### src/rtl/pipe_stage_reg_pkg.sv
// ---------------------------------------------------------------------------
// pipe_stage_reg_pkg
// Shared definitions for the inter-stage pipeline register.
//   - STOP / NO_STOP : encoding of one bit of the ctrl stall vector
//   - stage_act_e    : what the register does on a given clock edge
//   - decodeAction   : priority decode flush > bubble > advance > hold
// ---------------------------------------------------------------------------
package pipe_stage_reg_pkg;

  localparam logic STOP    = 1'b1;
  localparam logic NO_STOP = 1'b0;

  typedef enum logic [1:0] {
    STG_HOLD    = 2'd0,
    STG_ADVANCE = 2'd1,
    STG_BUBBLE  = 2'd2,
    STG_FLUSH   = 2'd3
  } stage_act_e;

  // Priority decode of the per-edge action. A running upstream stage always
  // advances, even when downstream is stopped; that combination never comes
  // from ctrl and is flagged separately by an assertion in the register.
  function automatic stage_act_e decodeAction(input logic flush,
                                              input logic stopUp,
                                              input logic stopDown);
    stage_act_e act;
    if (flush)
      act = STG_FLUSH;
    else if (stopUp == NO_STOP)
      act = STG_ADVANCE;
    else if (stopDown == NO_STOP)
      act = STG_BUBBLE;
    else
      act = STG_HOLD;
    return act;
  endfunction

endpackage

### src/rtl/pipe_stage_reg_sat_cnt.sv
// ---------------------------------------------------------------------------
// pipe_sat_cnt
// Saturating up-counter with synchronous clear and asynchronous reset.
// Reused by the performance counters of other stages.
// Ports:
//   clk_i  : rising-edge clock
//   rst_i  : asynchronous reset, active-high
//   clr_i  : synchronous clear, wins over inc_i
//   inc_i  : count one event on this edge
//   cnt_o  : current count, sticks at all-ones
// ---------------------------------------------------------------------------
module pipe_sat_cnt #(
  parameter int W = 16
) (
  input  logic         clk_i,
  input  logic         rst_i,
  input  logic         clr_i,
  input  logic         inc_i,
  output logic [W-1:0] cnt_o
);

  logic [W-1:0] cnt_q;
  logic [W-1:0] cnt_d;

  // Next count: clear first, then increment only while not yet saturated
  always_comb begin
    cnt_d = cnt_q;
    if (clr_i)
      cnt_d = '0;
    else if (inc_i && (cnt_q != {W{1'b1}}))
      cnt_d = cnt_q + 1'b1;
  end

  // Count register with asynchronous reset
  always_ff @(posedge clk_i or posedge rst_i) begin
    if (rst_i)
      cnt_q <= '0;
    else
      cnt_q <= cnt_d;
  end

  assign cnt_o = cnt_q;

endmodule

### src/rtl/pipe_stage_reg.sv
// ---------------------------------------------------------------------------
// pipe_stage_reg
// Generic inter-stage pipeline register (if/id, id/ex, ex/mem, mem/wb).
// Holds a bubble-able payload, a sticky side-band that survives bubbles and
// a valid bit, plus a saturating count of inserted bubbles.
// Ports:
//   clk        : rising-edge clock
//   rst        : asynchronous reset, active-high
//   stall      : ctrl stall vector, stall[STAGE] / stall[STAGE+1] used here
//   flush      : synchronous kill of the held instruction
//   in_data    : payload from upstream stage
//   in_keep    : side-band from upstream stage
//   in_valid   : upstream stage holds a real instruction
//   cnt_clr    : synchronous clear of bubble_cnt
//   out_data   : registered payload to downstream stage
//   out_keep   : registered side-band
//   out_valid  : registered valid
//   bubble_cnt : saturating number of bubbles inserted
// ---------------------------------------------------------------------------
module pipe_stage_reg
  import pipe_stage_reg_pkg::*;
#(
  parameter int                DATA_W   = 64,
  parameter int                KEEP_W   = 2,
  parameter int                STAGE    = 2,
  parameter logic [DATA_W-1:0] NOP_DATA = {DATA_W{1'b0}},
  parameter int                CNT_W    = 16
) (
  input  logic              clk,
  input  logic              rst,
  input  logic [5:0]        stall,
  input  logic              flush,
  input  logic [DATA_W-1:0] in_data,
  input  logic [KEEP_W-1:0] in_keep,
  input  logic              in_valid,
  input  logic              cnt_clr,
  output logic [DATA_W-1:0] out_data,
  output logic [KEEP_W-1:0] out_keep,
  output logic              out_valid,
  output logic [CNT_W-1:0]  bubble_cnt
);

  // STAGE selects stall[STAGE] and stall[STAGE+1]; both must exist
  if ((STAGE < 0) || (STAGE > 4)) begin : g_bad_stage
    $error("pipe_stage_reg: STAGE must be in 0..4");
  end

  localparam int STAGE_DN = STAGE + 1;

  stage_act_e        act;
  logic [DATA_W-1:0] data_q, data_d;
  logic [KEEP_W-1:0] keep_q, keep_d;
  logic              valid_q, valid_d;

  // Decide what this edge does from flush and the two relevant stall bits
  always_comb begin
    act = decodeAction(flush, stall[STAGE], stall[STAGE_DN]);
  end

  // Next-state payload; a bubble kills data and valid but the side-band
  // keeps describing the instruction that is still waiting upstream
  always_comb begin
    data_d  = data_q;
    keep_d  = keep_q;
    valid_d = valid_q;
    unique case (act)
      STG_FLUSH: begin
        data_d  = NOP_DATA;
        keep_d  = '0;
        valid_d = 1'b0;
      end
      STG_BUBBLE: begin
        data_d  = NOP_DATA;
        valid_d = 1'b0;
      end
      STG_ADVANCE: begin
        data_d  = in_data;
        keep_d  = in_keep;
        valid_d = in_valid;
      end
      default: ;
    endcase
  end

  // Stage register with asynchronous reset to a NOP
  always_ff @(posedge clk or posedge rst) begin
    if (rst) begin
      data_q  <= NOP_DATA;
      keep_q  <= '0;
      valid_q <= 1'b0;
    end else begin
      data_q  <= data_d;
      keep_q  <= keep_d;
      valid_q <= valid_d;
    end
  end

  // Only true bubble edges are counted, not flushes or holds
  pipe_sat_cnt #(
    .W(CNT_W)
  ) u_bubble_cnt (
    .clk_i (clk),
    .rst_i (rst),
    .clr_i (cnt_clr),
    .inc_i (act == STG_BUBBLE),
    .cnt_o (bubble_cnt)
  );

  // ctrl never runs a stage while stopping the one below it
  illegal_stall_a : assert property (@(posedge clk) disable iff (rst)
    !((stall[STAGE] == NO_STOP) && (stall[STAGE_DN] == STOP)));

  assign out_data  = data_q;
  assign out_keep  = keep_q;
  assign out_valid = valid_q;

endmodule

### config.mk
export PLATFORM = sky130hd
export DESIGN_NAME = pipe_stage_reg
export DESIGN_NICKNAME = d
export VERILOG_FILES = /design/src/rtl/pipe_stage_reg_pkg.sv /design/src/rtl/pipe_stage_reg_sat_cnt.sv /design/src/rtl/pipe_stage_reg.sv
export SDC_FILE = /design/constraint.sdc
export NUM_CORES = 1
export LEC_CHECK = 0
export ABC_AREA = 0
export CORE_MARGIN = 3
export CORE_UTILIZATION = 35
export CTS_CLUSTER_SIZE = 24
export DETAILED_ROUTE_END_ITERATION = 7
export DONT_BUFFER_PORTS = 1
export SKIP_CTS_REPAIR_TIMING = 1
export SLEW_MARGIN = 30
export SYNTH_ARGS = -nofsm -noshare
export SYNTH_HDL_FRONTEND = slang
export SYNTH_HIERARCHICAL = 1
export SYNTH_SLANG_ARGS = --single-unit
### constraint.sdc
create_clock -name clk -period 2.4 [get_ports clk]
set_clock_uncertainty 0.05 [all_clocks]
set_input_delay 0.36 -clock clk [delete_from_list [all_inputs] [get_ports clk]]
set_output_delay 0.36 -clock clk [all_outputs]
set_load 0.005 [all_outputs]
-- Yosys cells after proc, flatten, opt, wreduce, memory -nomap -nowiden
Cells that the tools add are included.
- output and inout bits: 83
- input port bits: 77
- word-level logic and storage cells: 22
- flip-flop bits (word level): 83
- reductions and logical operators: 5
- equality and inequality tests: 4
- $add $sub $neg: 1
- multiplexer cells: 8
- operators by type and width (operator ; number):
    $pmux 64 s2 ; 1
    $mux 16 ; 2
    $add 16x1->16 const B ; 1
    $ne 16x16->1 const B ; 1
    $mux 2 ; 3
    $reduce_bool 2->1 ; 3
    $eq 2x2->1 const B ; 2
    $pmux 2 s2 ; 1
    $eq 2x1->1 const B ; 1
    $pmux 1 s2 ; 1
    $reduce_or 2->1 ; 1
    $logic_and 1x1->1 ; 1

-- Depth between registers and ports, before layout
- depth after elaboration: 7
- gate-level depth with buffers: 8
- gate-level depth less buffers: 6

-- By module
The synthesis kept the hierarchy.
- modules (own cells, without submodules) (module ; area an instance (um2) ; cells each ; sequential area each (um2) ; instances):
    pipe_stage_reg ; 2917.8 ; 292 ; 1676.6 ; 1
    pipe_sat_cnt ; 932.1 ; 101 ; 400.4 ; 1

-- Worst setup path before layout
No wires, ideal clock.
- path type: input port to flip-flop
- from: input stall[2]
- to: register u_bubble_cnt.cnt_q[13] (netlist: u_bubble_cnt/cnt_o[13])
- library setup time: 78 ps
- setup slack: 193 ps
- arrival: 2079 ps
- cell stages on the path: 8
- path through: buf_4 -> and2b_1 -> nor2b_1 -> clkbuf_2 -> nand3_1 -> or4_4 -> or4_1 -> a21oi_1
- longest elaborated chain between the ends: 5
- ends and longest elaborated chain (what ; RTL line ; text):
    start: declaration ; pipe_stage_reg.sv:31 ; input logic [5:0] stall,
    $mux 2 ; pipe_stage_reg_pkg.sv:29 ; else if (stopUp == NO_STOP)
    $mux 2 ; pipe_stage_reg_pkg.sv:27 ; if (flush)
    $eq 2x2->1 ; pipe_stage_reg.sv:105 ; .inc_i (act == STG_BUBBLE),
    $logic_and 1x1->1 ; pipe_stage_reg_sat_cnt.sv:30 ; else if (inc_i && (cnt_q != {W{1'b1}}))
    $reduce_bool 2->1 (no line) ; - ;
    end signal: assignment ; pipe_stage_reg_sat_cnt.sv:39 ; cnt_q <= cnt_d;
    end: declaration ; pipe_stage_reg_sat_cnt.sv:22 ; logic [W-1:0] cnt_q;
No other way between the ends.
A chain may end at the register's enable or synchronous reset.

-- Worst setup path after layout
- from: register u_bubble_cnt.cnt_q[2] (netlist: u_bubble_cnt/cnt_o[2])
- to: register u_bubble_cnt.cnt_q[13] (netlist: u_bubble_cnt/cnt_o[13])
- longest elaborated chain between the ends: 3
- elaborated cells between the ends (all ways): 6
- those cells by class: 1 x add/sub; 1 x eq/ne; 2 x mux; 2 x reduce/logical
- ends and longest elaborated chain (what ; RTL line):
    $add 16x1->16 or $ne 16x16->1 (tied branches) ; pipe_stage_reg_sat_cnt.sv:31, pipe_stage_reg_sat_cnt.sv:30
    $mux 16 or $logic_and 1x1->1 (tied branches) ; pipe_stage_reg_sat_cnt.sv:30
    $mux 16 or $reduce_bool 2->1 (tied branches) ; -
Several ways; a longest one is shown, not always the timed one. The select of a mux whose other input is x is not followed.

==> results.toml <==
[run_status]
status = "finished clean"

[worst_hold_path]
min_to = "u_bubble_cnt/cnt_o[10]"
holdPathStages = 1
hold_start = "cnt_clr"
hold_class = "primary input to flip-flop"

[global_routing]
grt_pass1_vias = 2869
grt_use_total_pct = 14.9
grt_pass1_wl_mm = 15.1
antenna_found_initial = 0
grt_remaining_overflow = 0
grt_start_max_net_pins = 129

[placed_design]
place_congestion = 0.813
place_hpwl_mm = 6.10
io_buffers = 0

[timing]
slew-limit-headroom_pct = 49.5
setup_violations = 0
post-route-min-period_ns = 2.00
fin_tns_setup_ns = 0
rsz0062_at_grt = "no"
hold_violations = 0
maxSlewViolCount = 0
period_share_pct = 83.3
fmax_mhz = 500
tightest_slew_ns = 0.756

[die]
dieArea_sq_mm = 0.0123
io_pins = 160
rows = 37
die_y_microns = 111
die_x_microns = 111
core_sq_mm = 0.0105
initial_core_util_pct = 36.6

[synthesis]
synthTopCellsByArea = "dfrtp_1 (54%), nand2b_1 (10%), a21oi_1 (9.6%)"
muxShareOfSynthArea_pct = 1.36
synthAdderAreaFrac_pct = 0.325
synth_xor_area_share_pct = 0
synthesis.nets = 471
syn_area_sq_mm = 0.00385
synth.ff_latch_count = 83
syn_area_per_cell_sq_um = 9.80
yosysWarnings = 6
seq_area_frac_synth_pct = 53.9
syn_inst = 393
yosysTopAreaCellShare_pct = 53.9
synth_compound_area_share_pct = 12.6
yosysUniqueCellTypes = 33
yosys.area.top_type = "dfrtp_1"
synth_top_family_by_area = "simple AND/OR/NAND/NOR gates"
synth-simple-area-share_pct = 26.7

[power_and_ir_drop]
pwr_density_cell_mw_per_mm2 = 665
finalPower_uw = 2780
ir_drop_mv = 0.374
p_leak_uw = 0.00168

[final_layout]
n_antenna_cell = 0
fill_cells = 1037
multi_input_area_sq_mm = 0.00158
fin_nets = 460
seqCellArea_sq_mm = 0.00208
areaGrowthSynthToFinish_pct = 8.35
drive_above_1_share_pct = 6.72

[critical_path]
regToRegEndpoint = "u_bubble_cnt/cnt_o[13]"
r2r_cells = 4
critPathBufInv = 0
crit_family = "simple AND/OR/NAND/NOR gates"
crit_chain = "nand4_1 -> or4_4 -> or4_1 -> a21oi_1"
critPathKind = "flip-flop to flip-flop"
worstPathRequired_ns = 2.62
critical_path.max_stage_delay_ns = 0.58
cp_slowest_cell = "or4_4"
rrSetupSlack_ns = 0.40
crit_path_max_fanout = 8
arrival_ns = 2.22
r2r_start = "u_bubble_cnt/cnt_o[2]"
cp-start-kind = "flip-flop"
end_kind = "flip-flop"
startpoint = "u_bubble_cnt/cnt_o[2]"

[cts]
cts_root_buffer = "clkbuf_8"
worst_setup_hold_path_clk_slew_ns = 0.08
htree_levels = 3
cts_buffers = 9
cts_tree = "built"
clk_path_buf_depth = 2
clkLatencyLatePin_ns = 0.34
clock-sinks = 83

[route]
vias = 2891
drtPass1Iterations = 4
viasPerCell = 5.53
drt-initial-drc-count = 192
ant_nets = 0
wl_per_cell_microns = 18.7
routed_wl_mm = 9.76
drc = 0

[run]
drv_cap = 0
[placed cells by master, fill, tap and decap left out, types with 2 or more instances in the layout]
cell type and n:
dfrtp_1 83, nor4_1 3, nor2_1 6, mux2i_1 3
clkbuf_8 11, or4_1 6, or3_1 6, mux2_2 2
o41ai_1 2, o31ai_1 5, nand4_1 4, inv_1 3
dlygate4sd3_1 6, nand2_1 6, a21oi_1 74, nor2b_1 4
nand3_1 69, a32o_1 3, buf_4 3, bufinv_16 2
nand2b_1 64, nor3_1 4, o21ai_0 5
[state kept, by name (all words and copies together), names as in the netlist]
signal,count
out_data,64
out_keep,2
out_valid,1
u_bubble_cnt/cnt_o,16
[cells in the mapped netlist]
master and instances:
a21oi_1 74, a31oi_1 1, a32o_1 3, and2b_1 1, and4_1 1, buf_2 9, buf_4 9, buf_6 1
clkbuf_1 11, clkbuf_2 1, dfrtp_1 83, dlygate4sd1_1 1, ha_1 1, inv_1 4, mux2_2 2, mux2i_1 3
nand2_1 6, nand2b_1 64, nand3_1 69, nand4_1 4, nand4_4 1, nor2_1 6, nor2b_1 4, nor3_1 4
nor4_1 3, o21ai_0 5, o31ai_1 5, o41ai_1 2, or3_1 6, or3_2 1, or4_1 6, or4_2 1
or4_4 1
[worst max path at each step]
stage                                        end  cells past startpoint  slack (ns)
after floorplan           u_bubble_cnt/cnt_o[13]                      8        0.19
after global placement    u_bubble_cnt/cnt_o[13]                      6        0.28
after detailed placement  u_bubble_cnt/cnt_o[13]                      6        0.27
after CTS                 u_bubble_cnt/cnt_o[13]                      4        0.41
after global routing      u_bubble_cnt/cnt_o[13]                      4        0.29
final                     u_bubble_cnt/cnt_o[13]                      4        0.40
[layout make-up]
type	count	share of cell area, %
repair buffers	10	2.46
clock inverters	4	1.74
flip-flops and latches	83	49.8
clock buffers	12	3.72
inverters	4	0.360
multi-input cells	274	37.9
well taps	136	4.08
[metrics by stage]
stage / cells / util, % / setup slack, ns / hold WS (ns) / instance area (sq um)
after floorplan: 393 / - / 0.193 / 0.224 / 3850
after global placement: 501 / 37.0 / 0.284 / 0.299 / 3880
after detailed placement: 501 / 37.0 / 0.267 / 0.303 / 3880
after CTS: 517 / 39.1 / 0.413 / -0.0854 / 4110
after global routing: 523 / 39.7 / 0.294 / -0.00195 / 4170
final: 523 / 39.7 / 0.402 / 0.0231 / 4170
[kinds of logic after synthesis]
logic type,count (synthesis)
buf+inv,36
flops,83
simple gates,178
compound gates,90
fa+ha+maj,1
mux,5
[power by group]
group	switching (uW)	internal, uW
clock network	491	642
logic	76.8	67.8
registers	48.2	1450
total	616	2160
[per-layer routing]
layer	GRT usage (%)	share of wire, %
met2	23.2	47
met1	17.4	39
met5	0	0
met4	4.68	1.3
met3	8.46	12
(Power assumes the default switching activity.)
